[src/rtl/player_controller.sv]
// Player movement controller: debounces four direction buttons, queries the wall
// map for the target cell and commits legal moves until the goal cell is reached.
module player_controller #(
    parameter int GRID_W          = 16,
    parameter int GRID_H          = 12,
    parameter int COORD_W         = 4,
    parameter int DEBOUNCE_CYCLES = 500000,
    parameter int START_X         = 0,
    parameter int START_Y         = 0,
    parameter int GOAL_X          = 15,
    parameter int GOAL_Y          = 11
) (
    input  logic               clk,
    input  logic               rst,
    input  logic               btnU,
    input  logic               btnD,
    input  logic               btnL,
    input  logic               btnR,
    output logic               wall_req,
    output logic [COORD_W-1:0] wall_x,
    output logic [COORD_W-1:0] wall_y,
    input  logic               wall_is_wall,
    output logic [COORD_W-1:0] player_x,
    output logic [COORD_W-1:0] player_y,
    output logic [15:0]        move_count,
    output logic               won
);

    localparam int DB_W = (DEBOUNCE_CYCLES > 1) ? $clog2(DEBOUNCE_CYCLES) : 1;
    localparam logic [DB_W-1:0]    DB_LAST  = DB_W'(DEBOUNCE_CYCLES - 1);
    localparam logic [DB_W-1:0]    DB_ONE   = DB_W'(1);
    localparam logic [COORD_W:0]   C_ONE    = (COORD_W+1)'(1);
    localparam logic [COORD_W:0]   GRID_W_C = (COORD_W+1)'(GRID_W);
    localparam logic [COORD_W:0]   GRID_H_C = (COORD_W+1)'(GRID_H);
    localparam logic [COORD_W-1:0] START_XC = COORD_W'(START_X);
    localparam logic [COORD_W-1:0] START_YC = COORD_W'(START_Y);
    localparam logic [COORD_W-1:0] GOAL_XC  = COORD_W'(GOAL_X);
    localparam logic [COORD_W-1:0] GOAL_YC  = COORD_W'(GOAL_Y);

    // QUERY is the wall_req cycle; the registered wall map answers during WAIT.
    typedef enum logic [2:0] {IDLE, QUERY, WAIT, CHECK, WON} state_e;

    // Button vectors are ordered {U, D, L, R}, so higher index wins on ties.
    logic [3:0]      btn_raw;
    logic [3:0]      meta_q, sync_q, level_q, level_d, press_q;
    logic [DB_W-1:0] db_cnt_q [4];
    logic [DB_W-1:0] db_cnt_d [4];

    state_e             state_q, state_d;
    logic [COORD_W-1:0] player_x_q, player_x_d, player_y_q, player_y_d;
    logic [COORD_W-1:0] wall_x_q, wall_x_d, wall_y_q, wall_y_d;
    logic [15:0]        move_cnt_q, move_cnt_d;
    logic               won_q, won_d, wall_req_q, wall_req_d;
    logic [COORD_W:0]   cur_x, cur_y, tgt_x, tgt_y;
    logic               tgt_ok;

    assign btn_raw = {btnU, btnD, btnL, btnR};

    always_comb begin
        // NOTE: every always_comb output gets a default first so no path infers a latch.
        level_d = level_q;
        for (int i = 0; i < 4; i++) begin
            db_cnt_d[i] = '0;
            if (sync_q[i] != level_q[i]) begin
                if (db_cnt_q[i] == DB_LAST) level_d[i] = ~level_q[i];
                else                        db_cnt_d[i] = db_cnt_q[i] + DB_ONE;
            end
        end
    end

    // NOTE: state is updated with non-blocking assignments so every flop samples pre-edge values.
    always_ff @(posedge clk or posedge rst) begin
        if (rst) begin
            meta_q  <= '0;
            sync_q  <= '0;
            level_q <= '0;
            press_q <= '0;
            for (int i = 0; i < 4; i++) db_cnt_q[i] <= '0;
        end else begin
            meta_q  <= btn_raw;
            sync_q  <= meta_q;
            level_q <= level_d;
            press_q <= level_d & ~level_q;
            for (int i = 0; i < 4; i++) db_cnt_q[i] <= db_cnt_d[i];
        end
    end

    always_comb begin
        cur_x  = {1'b0, player_x_q};
        cur_y  = {1'b0, player_y_q};
        tgt_x  = cur_x;
        tgt_y  = cur_y;
        tgt_ok = 1'b1;
        if (press_q[3]) begin
            tgt_y  = cur_y - C_ONE;
            tgt_ok = (player_y_q != '0);
        end else if (press_q[2]) begin
            tgt_y  = cur_y + C_ONE;
            tgt_ok = (tgt_y < GRID_H_C);
        end else if (press_q[1]) begin
            tgt_x  = cur_x - C_ONE;
            tgt_ok = (player_x_q != '0);
        end else if (press_q[0]) begin
            tgt_x  = cur_x + C_ONE;
            tgt_ok = (tgt_x < GRID_W_C);
        end else begin
            tgt_ok = 1'b0;
        end
    end

    always_comb begin
        state_d    = state_q;
        player_x_d = player_x_q;
        player_y_d = player_y_q;
        wall_x_d   = wall_x_q;
        wall_y_d   = wall_y_q;
        move_cnt_d = move_cnt_q;
        won_d      = won_q;
        wall_req_d = 1'b0;
        case (state_q)
            IDLE: if (tgt_ok) begin
                wall_x_d   = tgt_x[COORD_W-1:0];
                wall_y_d   = tgt_y[COORD_W-1:0];
                wall_req_d = 1'b1;
                state_d    = QUERY;
            end
            QUERY: state_d = WAIT;
            WAIT: begin
                if (wall_is_wall) begin
                    state_d = IDLE;
                end else begin
                    player_x_d = wall_x_q;
                    player_y_d = wall_y_q;
                    move_cnt_d = move_cnt_q + 16'd1;
                    state_d    = CHECK;
                end
            end
            CHECK: begin
                if (player_x_q == GOAL_XC && player_y_q == GOAL_YC) begin
                    won_d   = 1'b1;
                    state_d = WON;
                end else begin
                    state_d = IDLE;
                end
            end
            WON:     state_d = WON;
            default: state_d = IDLE;
        endcase
    end

    always_ff @(posedge clk or posedge rst) begin
        if (rst) begin
            state_q    <= IDLE;
            player_x_q <= START_XC;
            player_y_q <= START_YC;
            wall_x_q   <= '0;
            wall_y_q   <= '0;
            move_cnt_q <= '0;
            won_q      <= 1'b0;
            wall_req_q <= 1'b0;
        end else begin
            state_q    <= state_d;
            player_x_q <= player_x_d;
            player_y_q <= player_y_d;
            wall_x_q   <= wall_x_d;
            wall_y_q   <= wall_y_d;
            move_cnt_q <= move_cnt_d;
            won_q      <= won_d;
            wall_req_q <= wall_req_d;
        end
    end

    assign wall_req   = wall_req_q;
    assign wall_x     = wall_x_q;
    assign wall_y     = wall_y_q;
    assign player_x   = player_x_q;
    assign player_y   = player_y_q;
    assign move_count = move_cnt_q;
    assign won        = won_q;

endmodule

[config.mk]
export PLATFORM = sky130hd
export DESIGN_NAME = player_controller
export DESIGN_NICKNAME = d
export VERILOG_FILES = /design/src/rtl/player_controller.sv
export SDC_FILE = /design/constraint.sdc
export NUM_CORES = 1
export LEC_CHECK = 0
export CAP_MARGIN = 20
export CORE_MARGIN = 4
export CORE_UTILIZATION = 50
export DETAILED_ROUTE_END_ITERATION = 6
export PLACE_DENSITY = 0.69
export SYNTH_ARGS = -nofsm -noshare
export SYNTH_HDL_FRONTEND = slang
export SYNTH_SLANG_ARGS = --single-unit
[constraint.sdc]
create_clock -name clk -period 5.85 [get_ports clk]
set_input_delay 1.4625 -clock clk [delete_from_list [all_inputs] [get_ports clk]]
set_output_delay 1.4625 -clock clk [all_outputs]
set_load 0.02 [all_outputs]
==> results of run 1 <==
## final cells by class
cell class                 instances  area, µm²
timing repair buffer              42        415
sequential                       129       3230
clock buffer                      24        512
multi-input combinational        408       2560
inverter                          17       66.3
fill                             910       4410
clock inverter                     5        100
tap                              143        179
## metrics by stage
stage                     std cells  hold slack, ps  total power, µW
after global placement          739             337             1180
after detailed placement        739             335             1180
after global routing            768             353             2340
after floorplan                 565             331             1100
final                           768             346             2250
after CTS                       768             347             2270
## per-layer routing
layer | up-vias | GRT usage [%] | wire length, µm
li1 | 2004 | - | -
met1 | 2003 | 22.2 | 4950
met2 | 68 | 29.3 | 5260
met3 | 19 | 5.49 | 569
met4 | 0 | 7.65 | 229
met5 | - | 0 | 0
## final timing paths
check	startpoint	to	slack [ps]	depth (start not counted)
max	wall_is_wall	move_count[12]	2650	6
min	meta_q[1]	sync_q[1]	350	0
max reg2reg	player_x[0]	wall_x[2]	3530	7
min reg2reg	meta_q[1]	sync_q[1]	350	0
max in group asynchronous	rst	wall_req	3390	3
min in group asynchronous	rst	db_cnt_q[64]	1470	2
## registers in the layout, summed over array words and instances (netlist names)
name        count
db_cnt_q       76
level_q         4
meta_q          4
move_count     16
player_x        4
player_y        4
press_q         4
state_q         3
sync_q          4
wall_req        1
wall_x          4
wall_y          4
won             1
## synthesized netlist by cell type, types with 2 or more instances
master	count	area, µm²
mux2_2	17	191
nor2b_1	3	18.8
nand3_1	40	200
and3_1	12	75.1
nand2_1	44	165
nor2_1	103	387
or2_2	6	37.5
nor4_1	7	43.8
nor4bb_1	2	20.0
buf_2	8	40.0
and3b_1	4	35.0
a21boi_0	2	15.0
inv_1	17	63.8
dfrtp_1	129	3230
clkbuf_1	2	7.51
and4_1	4	35.0
xor2_1	52	455
xnor2_1	42	368
nand4_1	22	138
ha_1	9	113
o21ai_0	10	50.1
nand4b_1	2	17.5
nor3_1	16	80.1
## kinds of logic after synthesis
kind of cell / after synthesis / synth area share (%)
adder cells (fa/ha/maj): 9 / 1.91
AO/OA/AOI/OAI: 19 / 2.23
multiplexers: 17 / 3.24
flip-flops: 129 / 54.7
XOR/XNOR: 94 / 13.9
AND/OR/NAND/NOR: 269 / 22.0
buffers and inverters: 28 / 2.01
## power by group
part	switching, µW	leakage [µW]	internal (µW)
registers	50.4	0.00176	926
clock network	357	0.000304	729
logic	105	0.00105	84.8
total	512	0.00311	1740
==> impl_summary.txt, run 1 <==
----------------------------------------------------
[Outcome]
  Outcome ... complete, no violations

[Critical path]
  Maximum fanout encountered on the critical timing path ... 19
  Slowest stage cell, crit path ... nor4b_4
  Crit path required time ... 6140 ps
  Startpoint-to-endpoint class of the critical path ... in -> reg
  Crit path max-delay family ... simple AND/OR/NAND/NOR gates
  Delay contributed by the slowest stage of the critical path ... 790 ps
  CP cell instances ... clkdlybuf4s50_1, nor4b_4, and3_1, and2_1, nand3_1, xnor2_1
  Buffers & Inverters on Critical Path ... 1
  Startpoint kind of the worst setup timing path ... input port
  Kind of end point of the critical path ... flip-flop
  Arrival time of the worst setup path ... 3490 ps

[Timing]
  Setup-violating endpoint count in the final report ... 0
  Max-slew headroom ... 38.3%
  Maximum clock frequency ... about 310 MHz
  Setup repair after global routing missed its margin ... false
  Final count of hold timing violations ... 0
  Total Negative Setup Slacks ... 0 ps
  Final critical-path setup slack ... 2650 ps
  Worst clock skew ... ~6.3 ps
  Worst slew pin tran ... 921 ps
  Fin. max-slew vios ... 0
  Shortest period the worst path allows ... about 3200 ps
  Period utilization ... 54.7%

[Power and ir drop]
  Leakage dissipation ... ~0.0031 µW
  Total power divided by cell area ... 319 nW/µm²
  Maximum ir drop on the vdd rail ... 0.333 mV

[Routing]
  Post-DR wirelength/cell ... around 14 µm
  Antenna-violating nets left ... 0
  DR vias ... 4094
  Routed WL ... 11000 µm
  Initial detailed-routing violation count ... 198
  DRC ... 0
  Router iterations before antenna repair ... 5
  Vias per std cell ... roughly 5.3

[Synth]
  Area of the mapped netlist ... 5900 µm²
  Sequential cell area fraction in the yosys report ... 54.7%
  Warning count from the yosys run ... 0
  Distinct cell type count after synthesis ... 35
  Count of flip-flops with a built-in enable after synthesis ... 0
  Post-synth top flop ... dfrtp_1
  Mapped Cells ... 565
  Net count of the mapped netlist ... 581
  Avg Cell Area, Syn ... 10.5 µm²
  Share of async-settable or async-resettable flops after synthesis ... 100%
  Yosys reg bits ... 129

[Layout]
  Number of inserted diodes ... 0
  Share of the core filled with cells ... 61.5%
  Share of cells above drive strength 1 ... 8.96%
  Most common library cell in the layout ignoring fill and taps ... dfrtp_1
  Final Net Count ... 631
  Layout overhead on the synthesized area ... 19.5%
  Design area ... 7060 µm²
  Most frequent cells in the layout ... dfrtp_1, nor2_1, xor2_1

[Placed design]
  Routability Congestion ... 0.824
  Post-place setup slack ... 2200 ps
  Detail Placement HPWL ... 7420 µm
  Standard cell area after detailed placement ... 6450 µm²
  Total of buffers placed on input and output ports ... 40

[Clocking]
  Post-CTS clock slew at the launch and capture registers of the worst setup and hold paths ... 50 ps
  Clock Root Buffer ... clkbuf_16
  Clock H-tree levels ... 4
  Num CTS Buffers ... 17
  Hold buffer count at CTS ... 0
  # Post-CTS Setup Buffers ... 0
  TritonCTS Sinks ... 129
  CTS tree ... done
  Number of gates given a new drive strength after cts ... 0
  Clock tree buffer depth ... 2
  Clock latency reported for the late side of the worst-skew pair ... approximately 400 ps

[Global routing]
  Overall fraction of global-route tracks in use ... 18.0%
  GRT overflow ... 0
  First-pass GRT wire length ... 19200 µm
  Number of global-route vias before repair ... 4139
  Number of antenna violations at the first check in global routing ... 0
  Largest net degree at the start of global routing ... 48

[Floorplan]
  Boundary Pins ... 41
  Die span in x ... 117 µm
  Starting density of the core ... 51.5%
  Cell row count ... 39
  Die Area ... 13600 µm²
  Height of the die ... between 100 and 150 µm
  Standard cell core area ... between 10000 and 15000 µm²

[Flow run]
  Number of maximum-capacitance constraint violations ... 0

[Hold path]
  Classification of the worst-slack hold path ... reg -> reg

----------------------------------------------------
No activity file was read; power rests on OpenSTA's default activity.
==> run 2: changes to the inputs <==
==> constraint.sdc (replaced) <==
create_clock -name clk -period 3 [get_ports clk]
set_input_delay 0.75 -clock clk [delete_from_list [all_inputs] [get_ports clk]]
set_output_delay 0.75 -clock clk [all_outputs]
set_load 0.02 [all_outputs]
==> impl_summary.txt, run 2 (synthesis results as in run 1) <==
----------------------------------------------------
[Outcome]
  Outcome ... complete, no violations (unchanged)

[Clocking]
  Clock H-tree levels ... 4 (unchanged)
  Clock tree buffer depth ... 2 (unchanged)
  Post-CTS clock slew at the launch and capture registers of the worst setup and hold paths ... 60 ps (was 50 ps)
  Number of gates given a new drive strength after cts ... 0 (unchanged)
  Hold buffer count at CTS ... 0 (unchanged)
  Num CTS Buffers ... 17 (unchanged)
  Clock latency reported for the late side of the worst-skew pair ... 430 ps (was 410 ps)
  # Post-CTS Setup Buffers ... 0 (unchanged)
  Clock Root Buffer ... clkbuf_16 (unchanged)
  TritonCTS Sinks ... 129 (unchanged)
  CTS tree ... done (unchanged)

[Timing]
  Worst slew pin tran ... 805 ps (was 921 ps)
  Maximum clock frequency ... 426 MHz
  Max-slew headroom ... 45.9% (was 38.3%)
  Worst clock skew ... 9.66 ps (was 6.26 ps)
  Shortest period the worst path allows ... 2350 ps
  Setup-violating endpoint count in the final report ... 0 (unchanged)
  Final count of hold timing violations ... 0 (unchanged)
  Fin. max-slew vios ... 0 (unchanged)
  Setup repair after global routing missed its margin ... false (unchanged)
  Period utilization ... 78.2%
  Total Negative Setup Slacks ... 0 ps (unchanged)

[Layout]
  Final Net Count ... 633 (was 631)
  Design area ... 7050 µm² (was 7060 µm²)
  Share of cells above drive strength 1 ... 9.84% (was 8.96%)
  Number of inserted diodes ... 0 (unchanged)
  Max reg flops ... 76 (unchanged)
  Most common library cell in the layout ignoring fill and taps ... dfrtp_1 (unchanged)
  Register ranked first by flip-flop count ... db_cnt_q (unchanged)
  Fillers ... 933 (was 910)
  Layout overhead on the synthesized area ... 19.5% (about the same)
  Most frequent cells in the layout ... dfrtp_1, nor2_1, xor2_1 (unchanged)

[Power and ir drop]
  Fraction of power consumed by combinational cells ... 9.2% (was 8.4%)
  Internal power ... 3150 µW (was 1740 µW)
  Flop pwr share ... 45.0% (was 43.4%)
  Sw power ... 1060 µW (was 512 µW)
  Switching share of total power ... 25.2% (was 22.7%)
  Total power divided by cell area ... 598 nW/µm² (was 319 nW/µm²)
  Maximum ir drop on the vdd rail ... 0.457 mV (was 0.333 mV)
  Leakage dissipation ... 0.00309 µW (was 0.00311 µW)
  Clk pwr share ... 45.8% (was 48.2%)

[Critical path]
  Startpoint kind of the worst setup timing path ... flip-flop (was input port)
  Crit path max-delay family ... buffers and inverters (was simple AND/OR/NAND/NOR gates)
  CP cell instances ... clkdlybuf4s50_1 (was clkdlybuf4s50_1, nor4b_4, and3_1, and2_1, nand3_1, xnor2_1)
  Startpoint-to-endpoint class of the critical path ... reg -> out (was in -> reg)
  Kind of end point of the critical path ... output port (was flip-flop)
  Maximum fanout encountered on the critical timing path ... 8 (was 19)
  Arrival time of the worst setup path ... 1600 ps (was 3490 ps)
  Delay contributed by the slowest stage of the critical path ... 660 ps (was 790 ps)
  Crit path required time ... 2250 ps (was 6140 ps)
  Buffers & Inverters on Critical Path ... 1 (unchanged)
  Slowest stage cell, crit path ... clkdlybuf4s50_1 (was nor4b_4)

[Global routing]
  Number of antenna violations at the first check in global routing ... 0 (unchanged)
  GRT overflow ... 0 (unchanged)
  First-pass GRT wire length ... 18700 µm (was 19200 µm)
  Overall fraction of global-route tracks in use ... 17.8% (was 18.0%)
  Largest net degree at the start of global routing ... 53 (was 48)
  Number of global-route vias before repair ... 3965 (was 4139)

[Routing]
  Antenna-violating nets left ... 0 (unchanged)
  Router iterations before antenna repair ... 4 (was 5)
  Post-DR wirelength/cell ... 13.8 µm (was 14.3 µm)
  DR vias ... 4089 (was 4094)
  DRC ... 0 (unchanged)
  Routed WL ... 10700 µm (was 11000 µm)
  Vias per std cell ... 5.29 (was 5.33)
  Initial detailed-routing violation count ... 234 (was 198)

[Placed design]
  Standard cell area after detailed placement ... 6490 µm² (was 6450 µm²)
  Detail Placement HPWL ... 7260 µm (was 7420 µm)
  Routability Congestion ... 0.797 (was 0.824)
  Total of buffers placed on input and output ports ... 40 (unchanged)

[Floorplan]
  Starting density of the core ... 51.5% (unchanged)
  Standard cell core area ... 11500 µm² (unchanged)
  Height of the die ... 117 µm (unchanged)
  Die span in x ... 117 µm (unchanged)
  Die Area ... 13600 µm² (unchanged)
  Cell row count ... 39 (unchanged)
  Boundary Pins ... 41 (unchanged)

[Hold path]
  Classification of the worst-slack hold path ... reg -> reg (unchanged)

[Flow run]
  Number of maximum-capacitance constraint violations ... 0 (unchanged)

----------------------------------------------------
==> run 2: cell count changes in the layout (fill, tap and decap cells not counted) <==
cell and delta:
clkinv_4 +3, clkbuf_8 -4, clkinvlp_4 +6, inv_4 -1
clkbuf_1 -1, bufinv_16 -2, buf_12 +2, clkinv_2 +2
==> run 2: layer usage <==
layer	up-vias	GRT usage, %	wire (µm)
met5	-	0	0
met4	0	8.18	185
met3	15	5.96	545
met2	74	27.8	5100
met1	2000	22.6	4860
li1	2000	-	-
==> run 2: per-stage QoR <==
stage | util (%) | power, µW | hold WS (ps) | worst slack (ps) | std cells
after floorplan | - | 2150 | 331 | 655 | 565
after global placement | 56.6 | 2300 | 338 | 675 | 741
after detailed placement | 56.6 | 2320 | 340 | 617 | 741
after CTS | 61.5 | 4270 | 355 | 627 | 773
after global routing | 61.5 | 4410 | 361 | 581 | 773
final | 61.5 | 4220 | 346 | 655 | 773
==> run 2: cell type report <==
| cell class | instances | area, µm² | share of cell area [%] |
|---|---|---|---|
| flip-flops and latches | 129 | 3230 | 45.8 |
| multi-input cells | 408 | 2560 | 36.3 |
| repair buffers | 44 | 455 | 6.46 |
| clock buffers | 19 | 453 | 6.42 |
| well taps | 143 | 179 | 2.54 |
| clock inverters | 13 | 114 | 1.61 |
| inverters | 17 | 67.6 | 0.958 |
==> run 2: power groups by stage <==
stage	Sequential, µW	Combinational [µW]	Clock (µW)
after floorplan	1960	185	0
after global placement	1930	377	0
after detailed placement	1930	392	0
after CTS	1900	396	1970
after global routing	1920	431	2060
final	1900	386	1930
==> run 2: path summary, 6_finish.rpt <==
path / start / end / slack (ps) / depth (start not counted)
setup / recovery: player_y[0] / player_y[0] / 650 / 1
hold / removal: meta_q[3] / sync_q[3] / 350 / 0
setup reg to reg: player_x[0] / wall_x[3] / 890 / 7
hold reg to reg: meta_q[3] / sync_q[3] / 350 / 0
max in group asynchronous: rst / move_count[0] / 1560 / 3
min in group asynchronous: rst / meta_q[1] / 730 / 2
